--- src/rtl/spi_pin_bank_if.sv ---
// APB3 bus bundle for spi_pin_bank.
//   PSEL/PENABLE/PWRITE/PADDR/PWDATA : requester -> pin bank
//   PRDATA/PREADY/PSLVERR            : pin bank -> requester
interface spi_pin_bank_if;
  logic        PSEL;
  logic        PENABLE;
  logic        PWRITE;
  logic [31:0] PADDR;
  logic [31:0] PWDATA;
  logic [31:0] PRDATA;
  logic        PREADY;
  logic        PSLVERR;

  modport master (output PSEL, PENABLE, PWRITE, PADDR, PWDATA,
                  input  PRDATA, PREADY, PSLVERR);
  modport slave  (input  PSEL, PENABLE, PWRITE, PADDR, PWDATA,
                  output PRDATA, PREADY, PSLVERR);
endinterface

--- src/rtl/spi_pin_bank.sv ---
// spi_pin_bank: APB3 slave driving NPINS active-low control pins, with
// atomic set/clear/toggle, a one-pin timed pulse engine and a sticky
// done flag with interrupt.
//   PCLK, PRESERN : clock, synchronous active-high reset
//   bus           : APB3 slave port (registered PRDATA, zero wait states)
//   PINS          : registered pin outputs
//   IRQ           : registered done & ie

// One pin: holds its OUT bit and the registered pin driver.
module spi_pin_lane #(
  parameter logic RST = 1'b1
) (
  input  logic PCLK,
  input  logic PRESERN,
  input  logic wr_out,
  input  logic wr_set,
  input  logic wr_clr,
  input  logic wr_tog,
  input  logic wd,
  input  logic ovr,     // pulse owns this pin in the next cycle
  input  logic lvl,
  output logic out_q,
  output logic pin
);
  logic out_n;

  always_comb begin
    out_n = out_q;
    if (wr_out)            out_n = wd;
    else if (wr_set && wd) out_n = 1'b1;
    else if (wr_clr && wd) out_n = 1'b0;
    else if (wr_tog && wd) out_n = ~out_q;
  end

  always_ff @(posedge PCLK) begin
    if (PRESERN) begin
      out_q <= RST;
      pin   <= RST;
    end else begin
      out_q <= out_n;
      pin   <= ovr ? lvl : out_n;
    end
  end
endmodule

module spi_pin_bank #(
  parameter int               NPINS     = 8,
  parameter logic [NPINS-1:0] RESET_VAL = '1,
  parameter int               CNT_W     = 16
) (
  input  logic             PCLK,
  input  logic             PRESERN,
  spi_pin_bank_if.slave    bus,
  output logic [NPINS-1:0] PINS,
  output logic             IRQ
);
  typedef enum logic {S_IDLE, S_ACTIVE} state_t;

  localparam logic [2:0] A_OUT = 3'd0, A_SET = 3'd1, A_CLR = 3'd2, A_TOG = 3'd3,
                         A_LEN = 3'd4, A_PUL = 3'd5, A_STA = 3'd6, A_RSV = 3'd7;

  state_t           state;
  logic [CNT_W-1:0] cnt_q, len_q;
  logic [7:0]       idx_q, idx_n;
  logic             lvl_q, lvl_n;
  logic             done_q, done_n, ie_q, ie_n;
  logic [31:0]      prdata_q, rdata;
  logic [NPINS-1:0] out_q;

  logic [2:0] a;
  logic       wr, rd_cap, acc, busy, idx_bad, err, wr_ok;
  logic       pul_wr, start, rel, act_n;

  assign a       = bus.PADDR[4:2];
  assign wr      = bus.PSEL & bus.PENABLE & bus.PWRITE;
  assign rd_cap  = bus.PSEL & ~bus.PENABLE & ~bus.PWRITE;
  assign acc     = bus.PSEL & bus.PENABLE;
  assign busy    = (state == S_ACTIVE);
  assign idx_bad = bus.PWDATA[7:0] >= 8'(NPINS);

  assign err   = acc & ((a == A_RSV) |
                        (bus.PWRITE & (a == A_PUL) & (idx_bad | busy)));
  assign wr_ok = wr & ~err;

  // LEN = 0 pulses are accepted but never leave IDLE
  assign pul_wr = wr_ok & (a == A_PUL);
  assign start  = pul_wr & (len_q != '0);
  assign rel    = busy & (cnt_q == CNT_W'(1));
  assign act_n  = start | (busy & ~rel);

  assign idx_n = pul_wr ? bus.PWDATA[7:0] : idx_q;
  assign lvl_n = pul_wr ? bus.PWDATA[8]   : lvl_q;
  assign ie_n  = (wr_ok & (a == A_STA)) ? bus.PWDATA[2] : ie_q;

  // A release on the same edge as a W1C keeps done set
  always_comb begin
    done_n = done_q;
    if (rel)                                       done_n = 1'b1;
    else if (wr_ok && a == A_STA && bus.PWDATA[1]) done_n = 1'b0;
  end

  always_comb begin
    rdata = '0;
    case (a)
      A_OUT:   rdata = 32'(out_q);
      A_LEN:   rdata = 32'(len_q);
      A_PUL:   rdata = {23'd0, lvl_q, idx_q};
      A_STA:   rdata = {29'd0, ie_q, done_q, busy};
      default: rdata = '0;
    endcase
  end

  assign bus.PRDATA  = prdata_q;
  assign bus.PREADY  = 1'b1;
  assign bus.PSLVERR = err;

  // Pins decide from next-state values so the override lands on the
  // accept edge and drops on the release edge.
  for (genvar i = 0; i < NPINS; i++) begin : g_lane
    spi_pin_lane #(.RST(RESET_VAL[i])) u_lane (
      .PCLK   (PCLK),
      .PRESERN(PRESERN),
      .wr_out (wr_ok & (a == A_OUT)),
      .wr_set (wr_ok & (a == A_SET)),
      .wr_clr (wr_ok & (a == A_CLR)),
      .wr_tog (wr_ok & (a == A_TOG)),
      .wd     (bus.PWDATA[i]),
      .ovr    (act_n & (idx_n == 8'(i))),
      .lvl    (lvl_n),
      .out_q  (out_q[i]),
      .pin    (PINS[i])
    );
  end

  always_ff @(posedge PCLK) begin
    if (PRESERN) begin
      state    <= S_IDLE;
      cnt_q    <= '0;
      len_q    <= '0;
      idx_q    <= '0;
      lvl_q    <= 1'b0;
      done_q   <= 1'b0;
      ie_q     <= 1'b0;
      IRQ      <= 1'b0;
      prdata_q <= '0;
    end else begin
      if (wr_ok && a == A_LEN) len_q <= bus.PWDATA[CNT_W-1:0];
      if (rd_cap)              prdata_q <= rdata;
      idx_q  <= idx_n;
      lvl_q  <= lvl_n;
      done_q <= done_n;
      ie_q   <= ie_n;
      IRQ    <= done_n & ie_n;
      case (state)
        S_IDLE: if (start) begin
          state <= S_ACTIVE;
          cnt_q <= len_q;
        end
        S_ACTIVE: begin
          if (rel) state <= S_IDLE;
          else     cnt_q <= cnt_q - CNT_W'(1);
        end
        default: state <= S_IDLE;
      endcase
    end
  end

  logic unused_bits;
  assign unused_bits = ^{bus.PADDR[31:5], bus.PADDR[1:0], bus.PWDATA};
endmodule

--- src/flat_wrapper.sv ---
// flat-port wrapper written by rule: the top's interface ports become plain ports
module spi_pin_bank_flat 
#(
  parameter int               NPINS     = 8,
  parameter logic [NPINS-1:0] RESET_VAL = '1,
  parameter int               CNT_W     = 16
)
  (PCLK, PRESERN, PINS, IRQ, bus_PSEL, bus_PENABLE, bus_PWRITE, bus_PADDR, bus_PWDATA, bus_PRDATA, bus_PREADY, bus_PSLVERR);
  spi_pin_bank_if bus_i ();
  input  logic PCLK;
  input  logic PRESERN;
  output logic [NPINS-1:0] PINS;
  output logic IRQ;
  input wire logic [$bits(bus_i.PSEL)-1:0] bus_PSEL;
  input wire logic [$bits(bus_i.PENABLE)-1:0] bus_PENABLE;
  input wire logic [$bits(bus_i.PWRITE)-1:0] bus_PWRITE;
  input wire logic [$bits(bus_i.PADDR)-1:0] bus_PADDR;
  input wire logic [$bits(bus_i.PWDATA)-1:0] bus_PWDATA;
  output wire logic [$bits(bus_i.PRDATA)-1:0] bus_PRDATA;
  output wire logic [$bits(bus_i.PREADY)-1:0] bus_PREADY;
  output wire logic [$bits(bus_i.PSLVERR)-1:0] bus_PSLVERR;
  assign bus_i.PSEL = bus_PSEL;
  assign bus_i.PENABLE = bus_PENABLE;
  assign bus_i.PWRITE = bus_PWRITE;
  assign bus_i.PADDR = bus_PADDR;
  assign bus_i.PWDATA = bus_PWDATA;
  assign bus_PRDATA = bus_i.PRDATA;
  assign bus_PREADY = bus_i.PREADY;
  assign bus_PSLVERR = bus_i.PSLVERR;
  spi_pin_bank #(.NPINS(NPINS), .RESET_VAL(RESET_VAL), .CNT_W(CNT_W)) u_core (.PCLK(PCLK), .PRESERN(PRESERN), .bus(bus_i), .PINS(PINS), .IRQ(IRQ));
endmodule
--- config.mk ---
export PLATFORM = sky130hd
export DESIGN_NAME = spi_pin_bank_flat
export DESIGN_NICKNAME = d
export VERILOG_FILES = /design/src/rtl/spi_pin_bank_if.sv /design/src/rtl/spi_pin_bank.sv /design/src/flat_wrapper.sv
export SDC_FILE = /design/constraint.sdc
export NUM_CORES = 1
export LEC_CHECK = 0
export BUFFER_PORTS_ARGS = -buffer_cell sky130_fd_sc_hd__buf_2
export CORE_ASPECT_RATIO = 0.5
export CORE_MARGIN = 2
export CORE_UTILIZATION = 53
export CTS_CLUSTER_DIAMETER = 120
export CTS_CLUSTER_SIZE = 28
export DETAILED_ROUTE_END_ITERATION = 10
export MAX_ROUTING_LAYER = met4
export PLACE_DENSITY = 0.84
export RECOVER_POWER = 100
export SLEW_MARGIN = 20
export SYNTH_ARGS = -nofsm -noshare
export SYNTH_HDL_FRONTEND = slang
export SYNTH_HIERARCHICAL = 1
export SYNTH_SLANG_ARGS = --single-unit
--- constraint.sdc ---
create_clock -name PCLK -period 2.75 [get_ports PCLK]
set_input_delay 0.55 -clock PCLK [delete_from_list [all_inputs] [get_ports PCLK]]
set_output_delay 0.55 -clock PCLK [all_outputs]
set_load 0.005 [all_outputs]
* After elaboration in Yosys (flattened, before gate mapping)
Index checks and enable logic that the tools add are counted. W data, S select, Z words.
Storage, ports and cells: flip-flop bits (word level) 93, bits in latches 0, memory bits (writable) 0, bits in read-only memories 0, bits of input ports 69, word-level logic and storage cells 169, memories 0
Cells by class: add/sub/neg operators 1, $mul 0, divide/modulo/power cells 0, $lt $le $gt $ge 1, equality and inequality tests 17, shift-type cells 0, multiplexer cells 52, bitwise gates (word level) 42, reduce and logical (&&, ||, !) cells 31
Operators by type and width (number):
- $pmux W16 S4 | 1
- $mux W1 | 46
- $eq A8 B3 Y1 const B | 4
- $mux W16 | 2
- $pmux W16 S2 | 1
- $logic_and A1 B1 Y1 | 27
- $and A1 B1 Y1 | 26
- $eq A16 B1 Y1 const B | 1
- $eq A8 B2 Y1 const B | 2
- $reduce_bool A16 Y1 | 1
- $sub A16 B1 Y16 const B | 1
- $not A1 Y1 | 13
- $eq A3 B3 Y1 const B | 4
- $eq A8 B1 Y1 const B | 1
- $ge A8 B4 Y1 const B | 1
- $logic_not A8 Y1 | 1
- $mux W8 | 1
- $eq A3 B2 Y1 const B | 2
- $eq A3 B1 Y1 const B | 1
- $logic_not A3 Y1 | 1
- $or A1 B1 Y1 | 3
- $ne A2 B1 Y1 const B | 1
- $ne A2 B2 Y1 const B | 1
- $pmux W1 S2 | 1
- $reduce_and A2 Y1 | 1

* Longest topological paths before layout
Gate-level depths: netlist of the first run.
depth after elaboration 14, mapped depth 9, mapped depth without buffers 9

* Modules after synthesis
Netlist of the first run, hierarchy kept.
By module, submodules not included:
- spi_pin_bank | instances 1, cells each 418, area each 3275.6 um^2
- spi_pin_lane | instances 8, cells each 11, area each 102.6 um^2

* Worst setup path before layout of the first run
Ideal clock, no wire load.
kind input to register, start in bus_PADDR[2], end reg u_core.g_lane[0].u_lane.pin, library setup time 0.066 ns, arrival time 2.412 ns, setup slack 0.272 ns, stages 8, path buffers 3, path through buf_2 > buf_1 > clkbuf_1 > nand2_1 > nor2_1 > xnor2_1 > o311a_1 > a21oi_2
On the way: longest elaborated chain between the ends 14
RTL lines:
- start: declaration | RTL line flat_wrapper.sv:17 | input wire logic [$bits(bus_i.PADDR)-1:0] bus_PADDR;
- $eq A3 B3 Y1 | RTL line spi_pin_bank.sv:82, spi_pin_bank.sv:86
- $and A1 B1 Y1 (2 in a row) | RTL line spi_pin_bank.sv:82 | (bus.PWRITE & (a == A_PUL) & (idx_bad | busy)));
- $or A1 B1 Y1 | RTL line spi_pin_bank.sv:81 | assign err = acc & ((a == A_RSV) |
- $and A1 B1 Y1 | RTL line spi_pin_bank.sv:81
- $not A1 Y1 | RTL line spi_pin_bank.sv:83 | assign wr_ok = wr & ~err;
- $and A1 B1 Y1 | RTL line spi_pin_bank.sv:83
- $and A1 B1 Y1 | RTL line spi_pin_bank.sv:126 | .wr_tog (wr_ok & (a == A_TOG)),
- $logic_and A1 B1 Y1 | RTL line spi_pin_bank.sv:32 | else if (wr_tog && wd) out_n = ~out_q;
- $mux W1 | RTL line spi_pin_bank.sv:32
- $mux W1 | RTL line spi_pin_bank.sv:31 | else if (wr_clr && wd) out_n = 1'b0;
- $mux W1 | RTL line spi_pin_bank.sv:30 | else if (wr_set && wd) out_n = 1'b1;
- $mux W1 | RTL line spi_pin_bank.sv:29 | if (wr_out) out_n = wd;
- $mux W1 * | RTL line spi_pin_bank.sv:41 | pin <= ovr ? lvl : out_n;
- end signal: assignment | RTL line spi_pin_bank.sv:41
- end: declaration | RTL line spi_pin_bank.sv:23 | output logic pin
Mark *: on every way between the ends. The rest lies on a longest branch, timed or not. A chain may end at the register's enable or synchronous reset.

* Final worst setup path of the first run
start in bus_PWDATA[3], end reg u_core.g_lane[3].u_lane.pin
RTL lines:
- start: declaration | RTL line flat_wrapper.sv:18 | input wire logic [$bits(bus_i.PWDATA)-1:0] bus_PWDATA;
- $ge A8 B4 Y1 | RTL line spi_pin_bank.sv:79 | assign idx_bad = bus.PWDATA[7:0] >= 8'(NPINS);
- $or A1 B1 Y1 | RTL line spi_pin_bank.sv:82
- $and A1 B1 Y1 | RTL line spi_pin_bank.sv:82
- $or A1 B1 Y1 | RTL line spi_pin_bank.sv:81
- $and A1 B1 Y1 | RTL line spi_pin_bank.sv:81
- $not A1 Y1 | RTL line spi_pin_bank.sv:83
- $and A1 B1 Y1 | RTL line spi_pin_bank.sv:83
- $and A1 B1 Y1 | RTL line spi_pin_bank.sv:86 | assign pul_wr = wr_ok & (a == A_PUL);
- $mux W1 | RTL line spi_pin_bank.sv:92 | assign lvl_n = pul_wr ? bus.PWDATA[8] : lvl_q;
- via u_core.lvl_n | RTL line spi_pin_bank.sv:65 | logic lvl_q, lvl_n;
- $mux W1 | RTL line spi_pin_bank.sv:41
- end signal: assignment | RTL line spi_pin_bank.sv:41
- end: declaration | RTL line spi_pin_bank.sv:23
The timed path passes the listed nets, and every way through them passes these cells.

==> reports/qor.csv, run 1 <==
stage;metric;value;unit
cts;clk buf depth;2;
die;initial core utilization;0.553;
setup_path;reg2reg path depth;7;
grt;global-route wire length before repair;16700;um
power;peak supply drop;0.254;mV
die;Die Y;66.2;um
synth;post-synthesis sequential area ratio;0.376;
grt;vias in the first global route;3436;
power;clock share of power;0.501;
route;Total Routed Length;10300;um
sta;final hold slack;0.450;ns
route;vias per cell;5.95;
route;drt initial violations;461;
cells_and_area;layout cell share with drive strength beyond 1;0.151;
synth;Synth cell types;54;
setup_path;data arrival time of the worst path;2.66;ns
flow_run;number of max-cap violations;0;
die;# rows;22;
synth;YS warnings;6;
synth;largest cells by area after synthesis;dfxtp_1 (38%), nor2_1 (5.5%), a21oi_1 (5.4%);
setup_path;Worst setup SP type;input pin;
synth;Syn Area/Cell;8.10;sq um
die;# IOs;112;
sta;fin crit period;2.44;ns
placement;Final Wtd Congestion;0.887;
run_status;status;complete, no violations;
sta;Slew Limit Fails;0;
cts;htree depth;3;
grt;Overflow after GRT;0;
synth;top cell type's share of synthesized area;0.376;
route;Initial DRT Pass Iterations;6;
die;DIE AREA;0.00849;sq mm
power;switching portion of total power;0.217;
cells_and_area;Area Overhead vs Synth;13.8;%
route;DR DRC count;0;
power;Lkg Pwr;1.79;nW
power;pwr/cell area;574;mW/mm^2
cts;CTS tree;built;
sta;RSZ-0062 raised after global routing;false;
grt;initial antenna violation count;0;
cells_and_area;n_diodes;0;
synth;Yosys top cell by area;dfxtp_1;
grt;GRT Resource Usage Total;0.260;
placement;dpl hpwl;6760;um
worst_hold_path;worst hold stages;3;
sta;final setup fails;0;
cts;Root Buffer;clkbuf_16;
cts;Post-CTS Hold Buffers;0;
sta;Worst Tran Pin Value;1.00;ns
synth;cell count after synthesis;506;
cells_and_area;nets;622;
setup_path;worst-path maximum fanout;10;
cts;worst skew pair latency;0.34;ns
sta;Hold Vio Cnt, Final;0;
synth;Post-Syn Area;0.00410;sq mm
synth;Synth Register Bits;77;
sta;Peak Freq;0.409;GHz
cts;clk sinks;77;
route;DR vias;3878;
power;Internal;2.10;mW
sta;Final Cycle Share;0.888;
route;routed length per instance;15.8;um
cts;Clock transition at path regs;0.06;ns
power;Pwr Total;2.68;mW
power;sequential group share of total power;0.430;
route;Post-DRT Antenna Nets;0;
power;Gate power share;0.069;
die;core area;0.00740;sq mm
placement;port bufs;49;
grt;largest net degree at the start of global routing;34;
setup_path;Crit Path Category;input pin to register;
cts;post-CTS setup buffers;0;
cts;CTS Buf Count;9;
setup_path;Crit path required time;2.97;ns
power;switching pwr;0.580;mW
worst_hold_path;Worst Hold Class;input pin to register;
sta;setup_tns;0;ns
sta;Max-Slew Margin vs Limit;0.331;
setup_path;CP Capture Type;register;
sta;clock skew;0.00905;ns
cts;post-CTS sizing;0;
die;die width;128;um
## power groups by stage
stage               Combinational [mW]  Sequential, mW  Clock, mW
floorplan                        0.132            1.17          0
finish                           0.186            1.15       1.34
global placement                 0.184            1.17          0
detailed placement               0.187            1.17          0
global route                     0.201            1.15       1.41
CTS                              0.189            1.15       1.35
## final cells by class
| type | count | area (sq um) |
|---|---|---|
| clock inverters | 6 | 111 |
| flip-flops and latches | 77 | 1540 |
| multi-input cells | 383 | 2270 |
| clock buffers | 10 | 229 |
| repair buffers | 63 | 323 |
| well taps | 96 | 120 |
| fillers | 603 | 2740 |
| inverters | 17 | 63.8 |
## worst max-delay path, cell delays in order
cell	delay, ns
clkbuf_1	0.12
nor4_1	0.54
nand4_1	0.55
mux2_2	0.54
nor3b_1	0.30
a21oi_2	0.06
## cell usage after synthesis, drive strengths merged
cell and number:
conb 2, a31oi 9, nand2b 13, a22oi 14
nor3 13, nor3b 14, a21oi 52, mux2 3
a211oi 3, nor4b 2, nand4 8, o311a 8
and3 1, and2 8, o32ai 2, o21ai 24
nand3b 2, or3 3, a21o 7, a211o 3
a21boi 1, nand3 11, nor2 60, nand2 48
inv 17, buf 26, nor4 10, mux2i 11
a32oi 1, and4 2, clkbuf 18, o31a 1
ha 2, o21bai 1, or2 3, xnor2 9
nor2b 4, or3b 9, a2bb2oi 2, dfxtp 77
o31ai 1, o2bb2ai 1
## routing by layer
layer | track usage | wire length (um)
met3 | 0.0744 | 801
met2 | 0.423 | 4830
met4 | 0.0783 | 121
met5 | - | 0
met1 | 0.318 | 4550
## cell families after synthesis
group | count (synthesis) | share of synthesized area
compound gates | 130 | 0.209
mux | 14 | 0.0351
buf+inv | 61 | 0.0770
fa+ha+maj | 2 | 0.00611
other cells | 2 | 0.00183
flops | 77 | 0.376
xor+xnor | 9 | 0.0192
simple gates | 211 | 0.276
## layout by cell type, fill, tap and decap left out, types with 10 or more instances in the layout
cell type / count
a21oi_1: 44
clkbuf_1: 15
mux2i_1: 11
nor2_1: 60
a22oi_1: 13
nand2b_1: 13
dfxtp_1: 77
nand2_1: 48
conb_1: 17
nand3_1: 11
o21ai_0: 21
buf_2: 38
nor3_1: 12
inv_1: 17
buf_4: 10
nor3b_1: 14
## final timing paths
check	startpoint	to	slack [ns]
max	bus_PWDATA[3]	u_core/g_lane[3].u_lane/pin	0.31
min reg2reg	u_core/cnt_q[11]	u_core/cnt_q[11]	0.48
min	bus_PWDATA[15]	u_core/len_q[15]	0.45
max reg2reg	u_core/cnt_q[0]	u_core/cnt_q[8]	0.58
## flip-flops by register name (all words and copies together) (netlist names)
signal                      flops
u_core/IRQ                      1
u_core/g_lane.u_lane/pin        8
u_core/g_lane.u_lane/out_q      8
u_core/cnt_q                   16
u_core/lvl_q                    1
u_core/len_q                   16
u_core/ie_q                     1
u_core/done_q                   1
u_core/bus.PRDATA              16
u_core/busy                     1
u_core/idx_q                    8
## stage by stage
stage	setup slack, ns	instances	util	instance area [sq um]
floorplan	0.272	521	-	4150
global placement	0.293	636	0.590	4370
detailed placement	0.277	636	0.590	4370
CTS	0.623	652	0.636	4710
global route	0.136	652	0.629	4660
finish	0.308	652	0.629	4660
Note: power is estimated with default switching activity, not from simulation.
==> run 2, diff against run 1 <==
- CORE_UTILIZATION: 53 -> 48
- PLACE_DENSITY: 0.84 -> 0.8
- clock period: 2.75 -> 2 ns (I/O delays scaled with it)
==> run 2 against run 1 <==
  * Global-route usage fell by 1.4 points
  * Utilization is 1.4 points lower
  * Clock power rose by 15%
  * Die area up 9.9%
  * Clock skew fell by 0.0031 ns
  * Critical path depth is 1 higher
  * Sequential cell count unchanged
  * First-iteration DRC count is 6.3% higher
  * Critical endpoint is now u_core/g_lane[1].u_lane/pin
  * Largest cell class unchanged
  * Highest routed layer unchanged
==> reports/qor.csv, run 2 (same netlist as run 1, synthesis figures left out) <==
stage;metric;value;unit
sta;Slew Limit Fails;0;
die;die width;135;um
grt;global-route wire length before repair;17700;um
grt;vias in the first global route;3689;
run_status;status;complete, no violations;
route;Total Routed Length;10800;um
route;DR DRC count;0;
route;Initial DRT Pass Iterations;4;
route;Post-DRT Antenna Nets;0;
power;pwr/cell area;679;mW/mm^2
setup_path;CP Capture Type;register;
setup_path;slowest cell on the critical path;nor4_1;
placement;port bufs;49;
cts;Post-CTS Hold Buffers;0;
die;# IOs;112;
cells_and_area;layout cell share with drive strength beyond 1;0.213;
setup_path;CP cell instances;nor4_1 > nand4_1 > a32oi_2 > a21o_1 > nor2_1 > nor2_1 > a21oi_2;
die;core area;0.00814;sq mm
power;Lkg Pwr;1.97;nW
grt;GRT Resource Usage Total;0.246;
route;vias per cell;5.65;
cts;clk buf depth;2;
cts;Root Buffer;clkbuf_16;
cells_and_area;Final Cell Area;0.00501;sq mm
cells_and_area;nets;663;
sta;Hold Vio Cnt, Final;0;
die;DIE AREA;0.00933;sq mm
sta;RSZ-0062 raised after global routing;false;
setup_path;Worst setup SP type;register;
setup_path;Crit path required time;2.22;ns
worst_hold_path;Worst Hold Class;input pin to register;
cells_and_area;most frequent cells in the layout;dfxtp_1 (77), nor2_1 (59), nand2_1 (48), a21oi_1 (44), buf_4 (44);
sta;clock skew;0.00593;ns
placement;dpl cells;693;
setup_path;Setup crit start;u_core/len_q[13];
sta;fin crit period;1.95;ns
cts;worst skew pair latency;0.34;ns
cells_and_area;final core area utilization;0.615;
cells_and_area;commonest non-fill, non-tap cell in the layout;dfxtp_1;
cts;CTS tree;built;
setup_path;critical path endpoint;u_core/g_lane[1].u_lane/pin;
placement;Place WS;-0.128;ns
sta;final setup fails;0;
sta;Peak Freq;0.513;GHz
setup_path;data arrival time of the worst path;2.17;ns
setup_path;Worst R2R End;u_core/g_lane[1].u_lane/pin;
sta;Max-Slew Margin vs Limit;0.575;
sta;Final Cycle Share;0.974;
route;DR vias;4009;
setup_path;Crit Path Category;register to register;
power;peak supply drop;0.415;mV
sta;worst setup margin;0.0512;ns
setup_path;CP max stage delay;0.40;ns
setup_path;setup slack, reg-to-reg;0.05;ns
cells_and_area;area of the multi-input gates;0.00234;sq mm
placement;dpl hpwl;7670;um
cells_and_area;n_diodes;0;
sta;Worst Tran Pin Value;0.637;ns
setup_path;Critical R2R Launch;u_core/len_q[13];
setup_path;worst-path maximum fanout;4;
die;# rows;23;
grt;initial antenna violation count;0;
cts;clk sinks;77;
grt;Overflow after GRT;0;
cells_and_area;non-filler cells, final;709;
cells_and_area;Area Overhead vs Synth;22.3;%
cells_and_area;FF/Latch Area;0.00154;sq mm
cts;Clock transition at path regs;0.06;ns
die;initial core utilization;0.503;
placement;Final Wtd Congestion;0.960;
cells_and_area;Layout fillers;666;
cts;htree depth;3;
placement;placed inst area;0.00474;sq mm
grt;largest net degree at the start of global routing;68;
flow_run;number of max-cap violations;0;
setup_path;reg2reg path depth;7;
die;Die Y;69.3;um
route;routed length per instance;15.3;um
power;Pwr Total;3.40;mW
cts;CTS Buf Count;9;
route;drt initial violations;490;
setup_path;CP dominant cell by count;nor2_1;
run 2: cell count changes in the layout (fill, tap and decap cells not counted), moves of 3 or more:
cell and delta:
buf_4 +34, bufinv_16 -3, nor4_1 -3, clkbuf_1 +6, o21ai_1 +8, o21ai_0 -8
run 2: timing repair:
action / in CTS / in global routing
buffers inserted: 0 / 0
resized for setup: 2 / 4
pin swaps: 0 / 1
endpoints found under the setup margin: 21 / 23
run 2: critical path, delay by kind of cell, from the launching register on:
family           cells  cell delay (ns)
AO/OA/AOI/OAI        3             0.59
AND/OR/NAND/NOR      4             0.91
flip-flops           1             0.34
run 2: worst min-delay path by stage:
stage / end / from / cells past startpoint
after floorplan: u_core/idx_q[7] / u_core/idx_q[7] / 1
after global placement: u_core/bus.PRDATA[8] / u_core/bus.PRDATA[8] / 2
after detailed placement: u_core/cnt_q[11] / u_core/cnt_q[11] / 2
after CTS: u_core/len_q[11] / bus_PWDATA[11] / 3
after global routing: u_core/len_q[11] / bus_PWDATA[11] / 3
final: u_core/len_q[11] / bus_PWDATA[11] / 3
run 2: metrics by stage:
step	TNS, ns	hold WS, ns
floorplan	0	0.454
global placement	-0.629	0.471
detailed placement	-1.14	0.478
CTS	0	0.294
global route	0	0.290
finish	0	0.301
run 2: where the power goes:
group	internal (mW)	switching (mW)
logic	0.118	0.166
clock network	0.906	0.630
registers	1.56	0.0176
total	2.59	0.813
run 2: layout make-up:
class / instances / share of cell area
timing repair buffer: 104 / 0.128
multi-input combinational: 383 / 0.467
inverter: 17 / 0.0127
clock buffer: 13 / 0.0520
clock inverter: 3 / 0.00400
tap: 112 / 0.0280
sequential: 77 / 0.308
run 2: layer usage:
layer,share of wire,track usage
met1,0.45,0.306
met2,0.47,0.391
met3,0.060,0.0636
met4,0.020,0.0807
met5,0,-
